## src/rtl/triangle_fetch.sv

```systemverilog
// Triangle list sequencer: streams triangles 0..n-1 from the list RAM into a
// 4-entry output FIFO and hands them to the consumer over valid/ready.
`timescale 1ns/1ps
module triangle_fetch #(
  parameter int unsigned WI    = 8,
  parameter int unsigned WF    = 8,
  parameter int unsigned Waddr = 7,
  parameter int unsigned SIZE  = 100
) (
  input  logic                     Clk,
  input  logic                     Reset_n,
  input  logic                     frame_start,
  input  logic [Waddr:0]           num_tri,
  output logic                     r_en,
  output logic [Waddr-1:0]         r_addr,
  output logic                     ram_is_empty,
  input  logic [(WI+WF)*9-1:0]     ram_data,
  output logic                     tri_valid,
  input  logic                     tri_ready,
  output logic [(WI+WF)*9-1:0]     tri_data,
  output logic                     tri_last,
  output logic                     busy,
  output logic                     frame_done
);

  localparam int unsigned W  = (WI + WF) * 9;
  localparam int unsigned CW = Waddr + 1;
  localparam logic [CW-1:0] SizeC = CW'(SIZE);

  typedef enum logic [1:0] {StIdle, StFetch, StDone} state_e;

  state_e          r_state, w_state_nxt;
  logic [CW-1:0]   r_n, r_rd_ptr, r_sent;
  logic            r_in1;
  logic [W-1:0]    r_fifo [4];
  logic [1:0]      r_wr_idx, r_rd_idx;
  logic [2:0]      r_count;

  logic            w_start, w_push, w_pop, w_final;
  logic [CW-1:0]   w_n_clamp, w_n_last;
  logic [2:0]      w_credit;

  assign w_start   = (r_state == StIdle) & frame_start;
  assign w_n_clamp = (num_tri > SizeC) ? SizeC : num_tri;
  assign w_n_last  = r_n - CW'(1);
  // Credit counts buffered entries plus the one read that may be in flight.
  assign w_credit  = r_count + {2'b00, r_in1};
  assign w_push    = r_in1;
  assign w_pop     = tri_valid & tri_ready;
  assign w_final   = w_pop & (r_sent == w_n_last);

  assign tri_valid    = (r_count != 3'd0);
  assign tri_data     = r_fifo[r_rd_idx];
  assign tri_last     = tri_valid & (r_sent == w_n_last);
  assign r_addr       = r_rd_ptr[Waddr-1:0];
  assign ram_is_empty = (r_n == '0);
  assign busy         = (r_state != StIdle);
  assign frame_done   = (r_state == StDone);

  always_comb begin
    w_state_nxt = r_state;
    r_en        = 1'b0;
    unique case (r_state)
      StIdle: begin
        if (frame_start) w_state_nxt = (w_n_clamp != '0) ? StFetch : StDone;
      end
      StFetch: begin
        r_en = (r_rd_ptr < r_n) & (w_credit < 3'd4);
        if (w_final) w_state_nxt = StDone;
      end
      StDone:  w_state_nxt = StIdle;
      default: w_state_nxt = StIdle;
    endcase
  end

  always_ff @(posedge Clk or negedge Reset_n) begin
    if (!Reset_n) begin
      r_state  <= StIdle;
      r_n      <= '0;
      r_rd_ptr <= '0;
      r_sent   <= '0;
      r_in1    <= 1'b0;
      r_wr_idx <= '0;
      r_rd_idx <= '0;
      r_count  <= '0;
    end else begin
      r_state <= w_state_nxt;
      r_in1   <= r_en;
      if (w_start) begin
        r_n      <= w_n_clamp;
        r_rd_ptr <= '0;
        r_sent   <= '0;
      end else begin
        if (r_en)  r_rd_ptr <= r_rd_ptr + CW'(1);
        if (w_pop) r_sent   <= r_sent + CW'(1);
      end
      if (w_push) r_wr_idx <= r_wr_idx + 2'd1;
      if (w_pop)  r_rd_idx <= r_rd_idx + 2'd1;
      unique case ({w_push, w_pop})
        2'b10:   r_count <= r_count + 3'd1;
        2'b01:   r_count <= r_count - 3'd1;
        default: r_count <= r_count;
      endcase
    end
  end

  // Payload storage needs no reset; occupancy and pointers define validity.
  always_ff @(posedge Clk) begin
    if (w_push) r_fifo[r_wr_idx] <= ram_data;
  end

endmodule
```

## config.mk

```make
export PLATFORM = sky130hd
export DESIGN_NAME = triangle_fetch
export DESIGN_NICKNAME = d
export VERILOG_FILES = /design/src/rtl/triangle_fetch.sv
export SDC_FILE = /design/constraint.sdc
export NUM_CORES = 1
export LEC_CHECK = 0
export BUFFER_PORTS_ARGS = -buffer_cell sky130_fd_sc_hd__buf_2
export CAP_MARGIN = 20
export CELL_PAD_IN_SITES_DETAIL_PLACEMENT = 1
export CELL_PAD_IN_SITES_GLOBAL_PLACEMENT = 2
export CORE_MARGIN = 2
export CORE_UTILIZATION = 48
export DETAILED_ROUTE_END_ITERATION = 8
export GPL_TIMING_DRIVEN = 0
export PLACE_DENSITY = 0.93
export SYNTH_ARGS = -nofsm -noshare
export SYNTH_HDL_FRONTEND = slang
export SYNTH_SLANG_ARGS = --single-unit
```

## constraint.sdc

```tcl
create_clock -name Clk -period 11.65 [get_ports Clk]
set_clock_uncertainty 0.15 [all_clocks]
set_input_delay 2.9125 -clock Clk [delete_from_list [all_inputs] [get_ports Clk]]
set_output_delay 2.9125 -clock Clk [all_outputs]
set_load 0.05 [all_outputs]
```

# Word-level counts from Yosys, hierarchy flattened
# Memory sizes are Yosys's and may differ from the RTL's.
# Index checks and enable logic that the tools add are counted.
# totals
input_bits,156
ramBits,576
mem_count,1
register_bits,34
out_inout_bits,157
# mem_list
name,depth,word_bits,read_ports,rd_ports_with_merged_regs,write_ports,line_no,source
r_fifo,4,144,1,0,1,35,logic [W-1:0] r_fifo [4];
# op_classes
addsub,8
n_reduce_logical,9
bitwise,5
n_eq_ne,7
n_lt_le_gt_ge,3
mux,13
# op_table
op,count
two-way mux 8 bit,5
adder 8 x 1 -> 8 bit (second input constant),2
equality test 8 bit,1
greater-than comparator 8 x 7 -> 1 bit (second input constant),1
zero test 8 bit,1
less-than comparator 8 bit,1
nonzero test 2 bit,4
nonzero test 8 bit,1
subtractor 8 x 1 -> 8 bit (second input constant),1
two-way mux 2 bit,3
case mux 3 bit (2 select lines),1
AND 1 bit,5
adder 2 x 1 -> 2 bit (second input constant),2
equality test 2 x 1 -> 1 bit (second input constant),2
equality test 2 bit (second input constant),2
!= test 2 bit (second input constant),2
case mux 2 bit (2 select lines),1
adder 3 x 1 -> 3 bit,1
adder 3 x 1 -> 3 bit (second input constant),1
less-than comparator 3 bit (second input constant),1
two-way mux 1 bit,3
nonzero test 3 bit,1
subtractor 3 x 1 -> 3 bit (second input constant),1
zero test 2 bit,1
AND reduction 2 bit,1

# Longest topological paths before layout
# logic_depth
ltp_word,6
mapped_depth,9

# Least setup slack after synthesis
# OpenSTA, ideal clock, no wires.
# synth_timing
kind,register -> output
startpoint,reg r_rd_ptr[6]
endpoint,out r_en
t_arrival_ns,2.215
n_path_buf,1
slack_ns,6.372
path_stages_with_launch,7
path_cell_list,dfrtp_1 > ha_1 > and3_4 > nor2b_4 > or4_1 > buf_2 > nor2_1
# synth_via
elab_chain_len,3
# synth_rtl
item,line_no,source
"start, declared",33,"logic [CW-1:0] r_n, r_rd_ptr, r_sent;"
"start signal, assigned",94,if (r_en) r_rd_ptr <= r_rd_ptr + CW'(1);
less-than comparator 8 bit,68,r_en = (r_rd_ptr < r_n) & (w_credit < 3'd4);
AND 1 bit,68,
two-way mux 1 bit,63,unique case (r_state)
"end, declared",14,"output logic r_en,"
# No other way between the ends.

# Worst setup path in the final report
# layout_timing
startpoint,reg r_rd_idx[1]
endpoint,out tri_data[84]
# layout_via
elab_chain_len,1
# layout_rtl
item,line_no,source
"start, declared",36,"logic [1:0] r_wr_idx, r_rd_idx;"
"start signal, assigned",98,if (w_pop) r_rd_idx <= r_rd_idx + 2'd1;
memory (4 x 144 bit),-,
"end, declared",20,"output logic [(WI+WF)*9-1:0] tri_data,"
# No other way between the ends.

==> results by group <==
Routing
  – Remaining antenna violation count: 0
  – Vias: 11300
  – Average routed wire per standard cell: 25.7 um
  – DRT iter0 DRCs: 744
  – Total Wirelength: 52400 um
  – DR DRC count: 0
  – Via density: 5.54
  – DRT Pass-1 Iters: 5

Yosys
  – Post-Synthesis Cells: 993
  – Most common flop cell mapped by yosys: edfxtp_1
  – Post-synth EDFFs: 576
  – Top cells by count, synth: edfxtp_1 (576), mux4_2 (144), dfrtp_1 (34)
  – Yosys cell types: 45
  – Cell accounting for the most synthesized area: edfxtp_1
  – Post-synth ARST share: 5.57%
  – Synth Warn #: 0
  – Area of the mapped netlist: 0.0229 mm^2
  – Top cells by area, synth: edfxtp_1 (76%), mux4_2 (14%), dfrtp_1 (3.7%), ha_1 (0.88%), xnor2_1 (0.46%)
  – Post-synth top area share: 75.7%
  – Syn nets: 1166
  – Mean post-synth cell area: 23.0 um^2
  – Sequential element share of the synthesized area: 79.4%
  – Count leader, synth: edfxtp_1
  – Number of synthesized register bits: 610

STA
  – Fin crit period: 6.61 ns
  – Unrepaired setup endpoints after global routing: no
  – FMAX: 151 MHz
  – Worst slew pin tran: 0.984 ns
  – Final Hold Viols: 0
  – Slew HR: 34.4%
  – PnR worst setup slack: 5.04 ns
  – Period utilization: 56.8%
  – Setup TNS: 0 ns
  – Setup-failing EPs final: 0
  – Slew Viols, Final: 0

Clock network
  – CTS clk-pin slew, worst paths: 0.06 ns
  – CTS buffer count: 60
  – CTS Buffer Depth: 3
  – PostCTS Resize Cnt: 0
  – Clk sinks: 610
  – Worst skew pair latency: 0.61 ns
  – Setup bufs post-CTS: 0
  – Hold buffers post-CTS: 0
  – CTS tree: built
  – Root Buffer: clkbuf_16
  – CTS H-Tree Depth: 2

Final layout
  – # nets final: 1548
  – Design area: 0.0273 mm^2
  – Layout overhead on the synthesized area: 19.5%
  – Multi-input gate area: 0.00445 mm^2
  – Layout cell share with drive strength beyond 1: 40.4%
  – FILL cells: 4053
  – Finished Layout Cells: 2036
  – Register area: 0.0181 mm^2
  – Core Util, Final: 58.5%

Power and ir drop
  – PD cells: 302 mW/mm^2
  – Max VDD drop: 0.000245 V
  – Lkg Pwr: 9.53 nW

Global route
  – Initial antenna violation count: 17
  – Gr usage total: 21.5%
  – First-pass GRT wire length: 78800 um
  – Largest net degree at the start of global routing: 59
  – Vias in the first global route: 12500
  – Remaining global-route overflow: 0

Place
  – Placed cells: 1920
  – DP Area: 0.0254 mm^2
  – Port Buf Inserts: 312
  – Dpl ws: 5.46 ns
  – Post-DP HPWL: 34000 um
  – GPL Wtd Cong: 0.770

Setup path
  – Slowest stage cell, crit path: clkbuf_1
  – CP delay by family, top: buffers and inverters
  – CP Data Arrival Time: 3.55 ns
  – Max Fanout on Critical Path: 10
  – Crit path top cell by count: clkbuf_1
  – Crit end category: primary output
  – Startpoint types: flop
  – Critical Path, Cell by Cell: clkbuf_1 -> clkbuf_1 -> clkbuf_1 -> mux4_2 -> buf_2
  – Worst setup path category: flop to primary output
  – CP peak stage delay: 0.73 ns
  – Crit path buf inv count: 4
  – CP required: 8.59 ns

Die
  – Die X: 222 um
  – Floorplan row count: 79
  – Die Ht: 222 um
  – Die ar.: 0.0494 mm^2
  – Core box area: 0.0468 mm^2
  – IO Count: 313
  – Initial cell density of the core: 48.9%

Worst hold path
  – Min-delay worst type: flop to flop

Flow run
  – Max-cap violations: 0

Run status
  – Status: completed
[worst paths after layout]
kind / start / endpoint / slack [ns] / cells after the start
worst max-delay path: r_rd_idx[1]$_DFFE_PN0P_ / tri_data[84] / 5.04 / 5
worst min register to register: r_rd_ptr[7]$_DFFE_PN0P_ / r_rd_ptr[7]$_DFFE_PN0P_ / 0.34 / 1
min in group asynchronous: Reset_n / r_rd_ptr[4]$_DFFE_PN0P_ / 2.23 / 1
worst max register to register: r_n[2]$_DFFE_PN0P_ / r_rd_ptr[3]$_DFFE_PN0P_ / 9.10 / 8
worst min-delay path: r_rd_ptr[7]$_DFFE_PN0P_ / r_rd_ptr[7]$_DFFE_PN0P_ / 0.34 / 1
max in group asynchronous: Reset_n / r_sent[4]$_DFFE_PN0P_ / 8.59 / 1
[report_power, final]
group	internal, mW	switching, mW
Clock	1.07	0.796
Sequential	2.93	0.150
Combinational	0.955	2.35
[layout make-up]
| class | count | area share (%) |
|---|---|---|
| Clock inverter | 31 | 1.12 |
| Tap cell | 607 | 2.78 |
| Timing Repair Buffer | 320 | 6.52 |
| Inverter | 18 | 0.247 |
| Sequential cell | 610 | 66.4 |
| Antenna cell | 7 | 0.0641 |
| Clock buffer | 78 | 5.81 |
| Multi-Input combinational cell | 320 | 16.3 |
| Buffer | 45 | 0.774 |
[sequential cells by signal, indices dropped and copies added, names as in the netlist]
register  count
r_rd_idx      2
r_in1         1
r_wr_idx      2
r_state       2
r_n           8
r_sent        8
r_fifo      576
r_count       3
r_rd_ptr      8
[placed cells by master, fill, tap and decap left out, drive strengths merged, types with 2 or more instances in the layout]
cell type | Yosys | routed
mux4 | 144 | 144
dfrtp | 34 | 34
edfxtp | 576 | 576
a211oi | 2 | 2
and3 | 5 | 5
o31ai | 2 | 2
or4 | 3 | 3
xor2 | 11 | 11
nor2 | 19 | 19
xnor2 | 12 | 12
inv | 18 | 20
bufinv | 0 | 5
diode | 0 | 7
nor2b | 5 | 5
clkinv | 0 | 23
mux2i | 4 | 4
nand3 | 8 | 8
ha | 16 | 16
and2 | 7 | 7
buf | 24 | 344
a21oi | 11 | 11
nand4 | 6 | 6
or3 | 2 | 2
nand2b | 4 | 4
clkbuf | 21 | 99
o21ai | 15 | 15
nand2 | 23 | 23
nor4 | 6 | 6
nor3 | 3 | 3
[per-stage QoR]
| step | total power, mW | hold WS [ns] |
|---|---|---|
| global placement | 6.44 | 0.326 |
| CTS | 8.36 | 0.341 |
| global route | 8.58 | 0.366 |
| floorplan | 5.62 | 0.299 |
| finish | 8.25 | 0.336 |
| detailed placement | 6.46 | 0.330 |
[metal layers]
layer	share of wire, %	track usage [%]	vias up
met5	0.29	0	-
met4	2.2	6.06	24
met3	7.6	6.27	94
met2	51	37.3	351
met1	39	26.4	5904
li1	-	-	4915
[cells by family (layout without fill, tap and decap cells)]
group / Yosys count / in the layout / share of synthesized area, %
AND/OR/NAND/NOR: 93 / 93 / 2.12
other: 0 / 7 / 0
flip-flops: 610 / 610 / 79.4
buffers and inverters: 63 / 492 / 1.22
multiplexers: 148 / 148 / 14.4
XOR/XNOR: 23 / 23 / 0.881
AO/OA/AOI/OAI: 39 / 39 / 1.08
adder cells (fa/ha/maj): 17 / 17 / 0.963
No activity file was read; power rests on OpenSTA's default activity.
